==> src/rtl/game_pkg.sv <==
// Constants and types shared across the game datapath and the frame renderer.
package game_pkg;

  localparam logic [2:0] COL_SKY    = 3'b011;
  localparam logic [2:0] COL_PIPE   = 3'b110;
  localparam logic [2:0] COL_BIRD   = 3'b100;
  localparam logic [2:0] COL_GROUND = 3'b010;

  localparam int unsigned SCREEN_W = 160;
  localparam int unsigned SCREEN_H = 120;

  typedef enum logic {
    ST_IDLE,
    ST_SCAN
  } render_state_t;

endpackage

==> src/rtl/frame_renderer_if.sv <==
// Frame request, scene inputs and the pixel stream towards vga_adapter.
interface frame_renderer_if #(
  parameter int unsigned NUM_PIPES = 4
);

  logic                     frame_req;
  logic [6:0]               bird_y;
  logic [NUM_PIPES*8-1:0]   pipe_x;
  logic [NUM_PIPES*7-1:0]   pipe_gap;
  logic                     busy;
  logic                     done;
  logic [7:0]               x;
  logic [6:0]               y;
  logic [2:0]               colour;
  logic                     plot;
  logic                     collide;

  modport master (
    output frame_req, bird_y, pipe_x, pipe_gap,
    input  busy, done, x, y, colour, plot, collide
  );

  modport slave (
    input  frame_req, bird_y, pipe_x, pipe_gap,
    output busy, done, x, y, colour, plot, collide
  );

endinterface

==> src/rtl/frame_renderer_pixel_classifier.sv <==
// Stateless pixel classifier: maps (x, y) and the scene snapshot to a colour
// plus the bird/pipe/ground membership flags.
module pixel_classifier
  import game_pkg::*;
#(
  parameter int unsigned NUM_PIPES = 4,
  parameter int unsigned PIPE_W    = 4,
  parameter int unsigned GAP_H     = 24,
  parameter int unsigned BIRD_X    = 20,
  parameter int unsigned BIRD_W    = 4,
  parameter int unsigned BIRD_H    = 4,
  parameter int unsigned GROUND_Y  = 110
) (
  input  logic [7:0]             x_i,
  input  logic [6:0]             y_i,
  input  logic [6:0]             bird_y_i,
  input  logic [NUM_PIPES*8-1:0] pipe_x_i,
  input  logic [NUM_PIPES*7-1:0] pipe_gap_i,
  output logic [2:0]             colour_o,
  output logic                   is_bird_o,
  output logic                   is_pipe_o,
  output logic                   is_ground_o
);

  // All bounds are 9 bits wide so right/bottom edges clip instead of wrapping.
  logic [8:0] x9, y9, by9, px9, gap9;

  assign x9  = {1'b0, x_i};
  assign y9  = {2'b0, y_i};
  assign by9 = {2'b0, bird_y_i};

  always_comb begin
    px9  = '0;
    gap9 = '0;
    is_bird_o = (x9 >= 9'(BIRD_X)) && (x9 < 9'(BIRD_X + BIRD_W)) &&
                (y9 >= by9) && (y9 < by9 + 9'(BIRD_H));
    is_pipe_o = 1'b0;
    for (int unsigned i = 0; i < NUM_PIPES; i++) begin
      px9  = {1'b0, pipe_x_i[8*i +: 8]};
      gap9 = {2'b0, pipe_gap_i[7*i +: 7]};
      if ((gap9 != '0) && (x9 >= px9) && (x9 < px9 + 9'(PIPE_W)) &&
          ((y9 < gap9) || (y9 >= gap9 + 9'(GAP_H))))
        is_pipe_o = 1'b1;
    end
    is_ground_o = (y9 >= 9'(GROUND_Y));

    if (is_bird_o)        colour_o = COL_BIRD;
    else if (is_pipe_o)   colour_o = COL_PIPE;
    else if (is_ground_o) colour_o = COL_GROUND;
    else                  colour_o = COL_SKY;
  end

endmodule

==> src/rtl/frame_renderer.sv <==
// Row-major pixel scan of one 160x120 frame per accepted request, one pixel per clock.
// FRAME_RENDERER_COLLIDE_EN builds the sticky bird collision flag; otherwise collide is 0.
module frame_renderer
  import game_pkg::*;
#(
  parameter int unsigned NUM_PIPES = 4,
  parameter int unsigned PIPE_W    = 4,
  parameter int unsigned GAP_H     = 24,
  parameter int unsigned BIRD_X    = 20,
  parameter int unsigned BIRD_W    = 4,
  parameter int unsigned BIRD_H    = 4,
  parameter int unsigned GROUND_Y  = 110
) (
  input  logic             clk,
  input  logic             resetn,
  frame_renderer_if.slave  bus
);

  render_state_t          state_q, state_d;
  logic [7:0]             x_cnt_q, x_cnt_d;
  logic [6:0]             y_cnt_q, y_cnt_d;
  logic [6:0]             bird_y_q, bird_y_d;
  logic [NUM_PIPES*8-1:0] pipe_x_q, pipe_x_d;
  logic [NUM_PIPES*7-1:0] pipe_gap_q, pipe_gap_d;
  logic [7:0]             x_q, x_d;
  logic [6:0]             y_q, y_d;
  logic [2:0]             colour_q, colour_d;
  logic                   plot_q, plot_d;
  logic                   done_q, done_d;

  logic [2:0] pix_colour;
  logic       is_bird, is_pipe, is_ground;
  logic       accept, scanning, last_px;

  pixel_classifier #(
    .NUM_PIPES (NUM_PIPES),
    .PIPE_W    (PIPE_W),
    .GAP_H     (GAP_H),
    .BIRD_X    (BIRD_X),
    .BIRD_W    (BIRD_W),
    .BIRD_H    (BIRD_H),
    .GROUND_Y  (GROUND_Y)
  ) u_classifier (
    .x_i         (x_cnt_q),
    .y_i         (y_cnt_q),
    .bird_y_i    (bird_y_q),
    .pipe_x_i    (pipe_x_q),
    .pipe_gap_i  (pipe_gap_q),
    .colour_o    (pix_colour),
    .is_bird_o   (is_bird),
    .is_pipe_o   (is_pipe),
    .is_ground_o (is_ground)
  );

  assign accept   = (state_q == ST_IDLE) && bus.frame_req;
  assign scanning = (state_q == ST_SCAN);
  assign last_px  = (x_cnt_q == 8'(SCREEN_W - 1)) && (y_cnt_q == 7'(SCREEN_H - 1));

  always_comb begin
    state_d    = state_q;
    x_cnt_d    = x_cnt_q;
    y_cnt_d    = y_cnt_q;
    bird_y_d   = bird_y_q;
    pipe_x_d   = pipe_x_q;
    pipe_gap_d = pipe_gap_q;
    x_d        = x_q;
    y_d        = y_q;
    colour_d   = colour_q;
    plot_d     = 1'b0;
    done_d     = 1'b0;
    unique case (state_q)
      ST_IDLE: begin
        if (bus.frame_req) begin
          state_d    = ST_SCAN;
          x_cnt_d    = '0;
          y_cnt_d    = '0;
          bird_y_d   = bus.bird_y;
          pipe_x_d   = bus.pipe_x;
          pipe_gap_d = bus.pipe_gap;
        end
      end
      ST_SCAN: begin
        x_d      = x_cnt_q;
        y_d      = y_cnt_q;
        colour_d = pix_colour;
        plot_d   = 1'b1;
        if (last_px) begin
          state_d = ST_IDLE;
          done_d  = 1'b1;
        end else if (x_cnt_q == 8'(SCREEN_W - 1)) begin
          x_cnt_d = '0;
          y_cnt_d = y_cnt_q + 7'd1;
        end else begin
          x_cnt_d = x_cnt_q + 8'd1;
        end
      end
    endcase
  end

  always_ff @(posedge clk or negedge resetn) begin
    if (!resetn) begin
      state_q    <= ST_IDLE;
      x_cnt_q    <= '0;
      y_cnt_q    <= '0;
      bird_y_q   <= '0;
      pipe_x_q   <= '0;
      pipe_gap_q <= '0;
      x_q        <= '0;
      y_q        <= '0;
      colour_q   <= '0;
      plot_q     <= 1'b0;
      done_q     <= 1'b0;
    end else begin
      state_q    <= state_d;
      x_cnt_q    <= x_cnt_d;
      y_cnt_q    <= y_cnt_d;
      bird_y_q   <= bird_y_d;
      pipe_x_q   <= pipe_x_d;
      pipe_gap_q <= pipe_gap_d;
      x_q        <= x_d;
      y_q        <= y_d;
      colour_q   <= colour_d;
      plot_q     <= plot_d;
      done_q     <= done_d;
    end
  end

`ifdef FRAME_RENDERER_COLLIDE_EN
  logic collide_q, collide_d;

  // Sticky across the scan; includes the last pixel, so it is complete when done pulses.
  always_comb begin
    collide_d = collide_q;
    if (accept)
      collide_d = 1'b0;
    else if (scanning && is_bird && (is_pipe || is_ground))
      collide_d = 1'b1;
  end

  always_ff @(posedge clk or negedge resetn) begin
    if (!resetn) collide_q <= 1'b0;
    else         collide_q <= collide_d;
  end

  assign bus.collide = collide_q;
`else
  logic unused_class;
  assign unused_class = is_bird ^ is_pipe ^ is_ground ^ accept;
  assign bus.collide  = 1'b0;
`endif

  assign bus.busy   = scanning;
  assign bus.done   = done_q;
  assign bus.x      = x_q;
  assign bus.y      = y_q;
  assign bus.colour = colour_q;
  assign bus.plot   = plot_q;

endmodule

==> src/flat_wrapper.sv <==
// flat-port wrapper written by rule: the top's interface ports become plain ports
module frame_renderer_flat import game_pkg::*;
#(
  parameter int unsigned NUM_PIPES = 4,
  parameter int unsigned PIPE_W    = 4,
  parameter int unsigned GAP_H     = 24,
  parameter int unsigned BIRD_X    = 20,
  parameter int unsigned BIRD_W    = 4,
  parameter int unsigned BIRD_H    = 4,
  parameter int unsigned GROUND_Y  = 110
)
  (clk, resetn, bus_frame_req, bus_bird_y, bus_pipe_x, bus_pipe_gap, bus_busy, bus_done, bus_x, bus_y, bus_colour, bus_plot, bus_collide);
  frame_renderer_if #(.NUM_PIPES(NUM_PIPES)) bus_i ();
  input  logic clk;
  input  logic resetn;
  input wire logic [$bits(bus_i.frame_req)-1:0] bus_frame_req;
  input wire logic [$bits(bus_i.bird_y)-1:0] bus_bird_y;
  input wire logic [$bits(bus_i.pipe_x)-1:0] bus_pipe_x;
  input wire logic [$bits(bus_i.pipe_gap)-1:0] bus_pipe_gap;
  output wire logic [$bits(bus_i.busy)-1:0] bus_busy;
  output wire logic [$bits(bus_i.done)-1:0] bus_done;
  output wire logic [$bits(bus_i.x)-1:0] bus_x;
  output wire logic [$bits(bus_i.y)-1:0] bus_y;
  output wire logic [$bits(bus_i.colour)-1:0] bus_colour;
  output wire logic [$bits(bus_i.plot)-1:0] bus_plot;
  output wire logic [$bits(bus_i.collide)-1:0] bus_collide;
  assign bus_i.frame_req = bus_frame_req;
  assign bus_i.bird_y = bus_bird_y;
  assign bus_i.pipe_x = bus_pipe_x;
  assign bus_i.pipe_gap = bus_pipe_gap;
  assign bus_busy = bus_i.busy;
  assign bus_done = bus_i.done;
  assign bus_x = bus_i.x;
  assign bus_y = bus_i.y;
  assign bus_colour = bus_i.colour;
  assign bus_plot = bus_i.plot;
  assign bus_collide = bus_i.collide;
  frame_renderer #(.NUM_PIPES(NUM_PIPES), .PIPE_W(PIPE_W), .GAP_H(GAP_H), .BIRD_X(BIRD_X), .BIRD_W(BIRD_W), .BIRD_H(BIRD_H), .GROUND_Y(GROUND_Y)) u_core (.clk(clk), .resetn(resetn), .bus(bus_i));
endmodule
==> config.mk <==
export PLATFORM = sky130hd
export DESIGN_NAME = frame_renderer_flat
export DESIGN_NICKNAME = d
export VERILOG_FILES = /design/src/rtl/game_pkg.sv /design/src/rtl/frame_renderer_if.sv /design/src/rtl/frame_renderer_pixel_classifier.sv /design/src/rtl/frame_renderer.sv /design/src/flat_wrapper.sv
export SDC_FILE = /design/constraint.sdc
export NUM_CORES = 1
export LEC_CHECK = 0
export BUFFER_PORTS_ARGS = -buffer_cell sky130_fd_sc_hd__clkbuf_2
export CORE_ASPECT_RATIO = 1.75
export CORE_MARGIN = 2
export CORE_UTILIZATION = 50
export DETAILED_ROUTE_END_ITERATION = 6
export PLACE_DENSITY_LB_ADDON = 0.12
export SLEW_MARGIN = 25
export SYNTH_ARGS = -nofsm -noshare
export SYNTH_HDL_FRONTEND = slang
export SYNTH_SLANG_ARGS = --single-unit
==> constraint.sdc <==
create_clock -name clk -period 3.05 [get_ports clk]
set_input_delay 0.1525 -clock clk [delete_from_list [all_inputs] [get_ports clk]]
set_output_delay 0.1525 -clock clk [all_outputs]
set_load 0.02 [all_outputs]
==> metrics.txt, run 1 <==
status completed; Cell Area, Synth 0.007183 mm²; Worst Path Max Fanout 8; die area 0.01538 mm²; ys flop type dfrtp_1; Worst Path Required 3.34 ns; setup bufs post-CTS 0; routed vias 6009; cell taking the most area after synthesis dfrtp_1; ranking of synthesized cells by area dfrtp_1, ha_1, o21ai_0; ys async rst share 100.0%; drt total wl 18.28 mm; CP Launch Type flop; Yosys reg bits 103; Pleak 4.141 nW; CTS Buf Count 9; vias in the first global route 6405; RePlAce Congestion 0.8376; Die X-Extent 94.61 µm; initial DRC count 209; CP max-delay cell a2111oi_0; Yosys top cell area share 35.88%; Reg clk slew, reported paths 0.09 ns; Die H 162.6 µm; Yosys cell types 60; Area Growth Syn to Fin 16.51%; PortBufs 90; H-tree depth 3; DR WL/cell 17.36 µm; initial core utilization 50.50%; initial antenna violation count 0; syn nets 953; pin count of the biggest net entering global routing 72; post-synthesis area per instance 9.476 µm²; Remaining Overflow, GRT 0; Seq/Total Area, Yosys 35.88%; Max transition margin 55.23%; cell-by-cell listing of the critical path inv_1 > ha_1 > nor3b_1 > o311ai_0 > a2111oi_0 > o21ai_0 > a41oi_1 > o2111a_1 > a32o_1; Root Driver clkbuf_16; cell class contributing the biggest share of worst-path delay compound AO/OA/AOI/OAI gates; row cnt 58; layout cell share with drive strength beyond 1 17.98%; # setup viols final 0; Slew Viols, Final 0; dpl hpwl 14.08 mm; crit path kind reg -> reg; PD cells 684.0 mW/mm²; Worst-Skew Late Latency 0.36 ns; number of gates resized after CTS 0; vias per std cell 5.707; DRC 0; hold slack 0.0002740 ns; core area 0.01422 mm²; fin crit share 89.87%; Setup TNS Final 0 ns; VDD IR-drop max 0.3286 mV; CP Capture Type flop; Final Skew 0.01938 ns; Synth warnings 0; FMAX 364.8 MHz; Post-DP Area 0.007940 mm²; Power, Total 5.725 mW; CTS Sinks 103; slowest stage delay, CP 0.46 ns; number of diodes 0; CP Data Arrival Time 3.03 ns; Post-Syn Instances 758; unrepaired setup endpoints after global routing false; Hold Path Class in -> reg; TritonRoute pass-1 iters 4; Antenna Nets Post-Route 0; Tot GR Track Use 24.93%; buffer depth of the longest clock path 2; hold-fix buffers at CTS 12; Post-synth EDFFs 0; Final Hold Fails 0; first-pass GRT wire length 29.93 mm; fin area 0.008369 mm²; CTS tree built; max cap viols 0; WP buf/inv 1; I/O pin count 92; Worst Max-Slew Pin Slew 0.6715 ns; Final nets 1063; crit path time final 2.741 ns
-- final cells by class --
class	instances	area [µm²]
well taps	180	225.2
clock inverters	7	83.83
fillers	1308	5854
multi-input cells	563	4262
clock buffers	9	225.2
repair buffers	119	725.7
flip-flops and latches	103	2577
inverters	72	270.3
-- metrics by stage --
step | instances | utilization (%) | worst slack, ns
floorplan | 758 | - | 0.6702
global placement | 1025 | 55.82 | 0.4697
detailed placement | 1025 | 55.82 | 0.3829
CTS | 1053 | 58.84 | 0.3453
global route | 1053 | 58.84 | 0.1447
finish | 1053 | 58.84 | 0.3089
-- cell usage after synthesis (2+ instances only) --
| cell type | instances |
|---|---|
| a31oi_1 | 3 |
| clkbuf_1 | 15 |
| o221ai_1 | 4 |
| o32ai_1 | 5 |
| xnor2_1 | 25 |
| nor2b_1 | 9 |
| a21oi_1 | 26 |
| o21a_1 | 8 |
| nand3_1 | 26 |
| xor2_1 | 10 |
| o21ai_0 | 93 |
| o311ai_0 | 4 |
| nand4_1 | 3 |
| a41oi_1 | 3 |
| or4_1 | 2 |
| nor3_1 | 12 |
| nor4_1 | 5 |
| o211ai_1 | 5 |
| and3_1 | 7 |
| ha_1 | 125 |
| nor3b_1 | 3 |
| buf_1 | 2 |
| a211oi_1 | 6 |
| nand2b_1 | 11 |
| inv_1 | 72 |
| mux2_2 | 26 |
| o32a_1 | 2 |
| a21o_1 | 4 |
| a2111oi_0 | 2 |
| nand2_1 | 80 |
| a211o_1 | 3 |
| nor2_1 | 27 |
| dfrtp_1 | 103 |
-- kinds of logic after synthesis --
kind of cell,share of synthesized area (%)
DFF,35.88
adders and majority gates,21.77
muxes,4.076
xor gates and xnor gates,4.267
other,0.05221
AOI/OAI and AO/OA,15.36
buffers and inverters,4.895
and+or+nand+nor,13.69
-- final timing paths --
| kind | depth (start not counted) | start | to | slack (ns) |
|---|---|---|---|---|
| max | 9 | u_core.y_cnt_q[0] | u_core.bus.colour[0] | 0.31 |
| min reg2reg | 1 | u_core.bus.x[1] | u_core.bus.x[1] | 0.51 |
| max reg2reg | 9 | u_core.y_cnt_q[0] | u_core.bus.colour[0] | 0.31 |
| min in group asynchronous | 2 | resetn | u_core.pipe_x_q[17] | 0.34 |
| min | 3 | bus_bird_y[5] | u_core.bird_y_q[5] | 0.0003 |
| max in group asynchronous | 3 | resetn | u_core.pipe_x_q[4] | 1.97 |
-- layout by cell type (no fill, tap or decap), types with 6 or more instances in the layout --
cell type      netlist  layout
o21ai_0             93      93
and3_1               7       7
a211oi_1             6       6
nand2b_1            11      11
nand2_1             80      80
nand3_1             26      26
mux2_2              26      26
nor3_1              12      12
dlygate4sd3_1        0      12
xnor2_1             25      25
buf_4                1      16
dfrtp_1            103     103
a21oi_1             26      26
nor2_1              27      27
inv_1               72      72
nor2b_1              9       8
o21a_1               8       8
ha_1               125     125
clkbuf_16            0       9
xor2_1              10      10
clkbuf_2             1      89
-- worst reg2reg max path, cell delays in order (launching register included) --
cell	delay, ns
dfrtp_1	0.42
inv_1	0.29
ha_1	0.31
nor3b_1	0.23
o311ai_0	0.17
a2111oi_0	0.46
o21ai_0	0.21
a41oi_1	0.21
o2111a_1	0.24
a32o_1	0.17
-- metal layers --
layer	up-vias	track usage [%]	routed length [µm]
met5	-	0	0
li1	2902	-	-
met2	137	48.13	10260
met1	2926	26.20	6898
met4	0	10.74	565
met3	44	2.962	552
-- power by group --
group / internal [mW] / switching [mW] / total, mW
combinational: 1.14 / 1.33 / 2.46
clock: 0.593 / 0.617 / 1.21
sequential: 1.63 / 0.419 / 2.05
-- state kept, by name, indices dropped and copies added, names as in the netlist --
signal             flops
u_core.bird_y_q        7
u_core.bus.busy        1
u_core.bus.colour      3
u_core.bus.done        1
u_core.bus.plot        1
u_core.bus.x           8
u_core.bus.y           7
u_core.pipe_gap_q     28
u_core.pipe_x_q       32
u_core.x_cnt_q         8
u_core.y_cnt_q         7
Note: power is estimated with default switching activity, not from simulation.
==> run 2: changes to the inputs <==
--- a/config.mk
+++ b/config.mk
@@ -7,7 +7,6 @@
 export LEC_CHECK = 0
 export BUFFER_PORTS_ARGS = -buffer_cell sky130_fd_sc_hd__clkbuf_2
 export CORE_ASPECT_RATIO = 1.75
-export CORE_MARGIN = 2
 export CORE_UTILIZATION = 50
 export DETAILED_ROUTE_END_ITERATION = 6
 export PLACE_DENSITY_LB_ADDON = 0.12
==> metrics.txt, run 2 (synthesized netlist as in run 1, its figures left out) <==
max cap viols 0; Antenna Nets Post-Route 0; dpl hpwl 13.77 mm; DR WL/cell 17.11 µm; status completed; commonest non-fill, non-tap cell in the layout ha_1; Die H 160.6 µm; crit path time final 2.764 ns; row cnt 57; H-tree depth 3; vias in the first global route 6341; FMAX 361.8 MHz; Worst Max-Slew Pin Slew 0.8296 ns; CP Launch Type flop; TritonRoute pass-1 iters 4; pin count of the biggest net entering global routing 67; Worst Setup SP u_core.pipe_x_q[10]; Place WS 0.3229 ns; PortBufs 90; first-pass GRT wire length 29.25 mm; I/O pin count 92; Pleak 4.084 nW; Final WS setup 0.2863 ns; Top reg by flops u_core.pipe_x_q; initial core utilization 51.39%; Final Hold Fails 0; Root Driver clkbuf_16; number of diodes 0; number of filler cells placed in the layout 1285; Worst Path Max Fanout 5; Max transition margin 44.69%; die area 0.01487 mm²; setup bufs post-CTS 0; initial DRC count 191; Worst R2R Start u_core.pipe_x_q[10]; crit path kind reg -> reg; CTS Buf Count 9; VDD IR-drop max 0.3319 mV; Remaining Overflow, GRT 0; fin crit share 90.61%; hold path startpoint bus_bird_y[3]; most frequent cells in the layout ha_1, dfrtp_1, o21ai_0, clkbuf_2, nand2_1; CP Capture Type flop; # setup viols final 0; sequential share of power 36.1%; CP Data Arrival Time 3.00 ns; Die X-Extent 92.61 µm; routed vias 5855; Slew Viols, Final 0; Reg clk slew, reported paths 0.08 ns; P_int 3.321 mW; Comb pwr share 43.7%; Final nets 1054; Switching Fraction 40.61%; Area Growth Syn to Fin 14.58%; vias per std cell 5.630; largest registers u_core.pipe_x_q: 32 flops, u_core.pipe_gap_q: 28 flops; RePlAce Congestion 0.8929; hold slack 0.004066 ns; CTS tree built; core area 0.01398 mm²; hold path depth 3; DRC 0; Psw 2.271 mW; initial antenna violation count 0; CTS Sinks 103; Worst-Skew Late Latency 0.35 ns; unrepaired setup endpoints after global routing false; clock share of power 20.1%; Hold Path Class in -> reg; buffer depth of the longest clock path 2; Setup TNS Final 0 ns; PD cells 679.5 mW/mm²; Tot GR Track Use 25.00%; drt total wl 17.79 mm; layout cell share with drive strength beyond 1 18.31%; Final Skew 0.01161 ns; Core Util, Final 58.88%; R2R depth 11; Largest register FFs 32; Worst Path Required 3.28 ns
## run 2: changes by cell type in the layout (fill, tap and decap cells not counted), sizes merged
cell and delta:
dlygate4sd3 -11, clkinvlp +1, clkinv +1, inv -3, buf +2
## run 2: cell type report
cell class | count | area [µm²] | area share (%)
Multi-Input combinational cell | 563 | 4262 | 51.78
Sequential cell | 103 | 2577 | 31.32
Clock inverter | 6 | 56.30 | 0.6841
Clock buffer | 9 | 225.2 | 2.736
Timing Repair Buffer | 110 | 618.1 | 7.510
Inverter | 72 | 270.3 | 3.284
Tap cell | 177 | 221.5 | 2.691
## run 2: per-stage QoR
step | instance area, µm² | total power [mW] | instances
global route | 8230 | 6.054 | 1040
CTS | 8230 | 5.630 | 1040
detailed placement | 7939 | 4.492 | 1024
floorplan | 7183 | 3.635 | 758
finish | 8230 | 5.592 | 1040
global placement | 7939 | 4.363 | 1024
## run 2: metal layers
| metal | GRT usage, % | up-vias | part of all wire [%] |
|---|---|---|---|
| li1 | - | 2877 | - |
| met1 | 26.31 | 2832 | 39 |
| met2 | 48.55 | 108 | 55 |
| met3 | 3.172 | 38 | 2.7 |
| met4 | 10.16 | 0 | 3.2 |
| met5 | 0 | - | 0 |
## run 2: worst paths after layout
check	slack [ns]	end
setup / recovery	0.29	u_core.bus.colour[0]
hold / removal	0.004	u_core.bird_y_q[3]
setup reg to reg	0.29	u_core.bus.colour[0]
min in group asynchronous	0.42	u_core.pipe_x_q[13]
hold reg to reg	0.51	u_core.bus.colour[1]
max in group asynchronous	1.80	u_core.pipe_gap_q[22]
## run 2: power groups by stage
| stage | clock (mW) | combinational (mW) | sequential [mW] |
|---|---|---|---|
| finish | 1.13 | 2.45 | 2.02 |
| global route | 1.20 | 2.79 | 2.05 |
| CTS | 1.15 | 2.46 | 2.02 |
| detailed placement | 0 | 2.44 | 2.05 |
| global placement | 0 | 2.32 | 2.04 |
| floorplan | 0 | 1.60 | 2.04 |
## run 2: worst max-delay path: stages, from the launching register on
cell and delay [ns]:
dfrtp_1 0.42, ha_1 0.21, nand3_1 0.14, xnor2_1 0.16
ha_1 0.30, a211o_1 0.32, o221ai_1 0.19, a21oi_1 0.06
o32ai_1 0.20, o211ai_1 0.23, o2111a_1 0.19, a32o_1 0.24
## run 2: repair_timing
action | 4_1_cts | 5_1_grt
endpoints found under the hold margin | 60 | 0
resized for setup | 0 | 0
hold buffers | 1 | 0
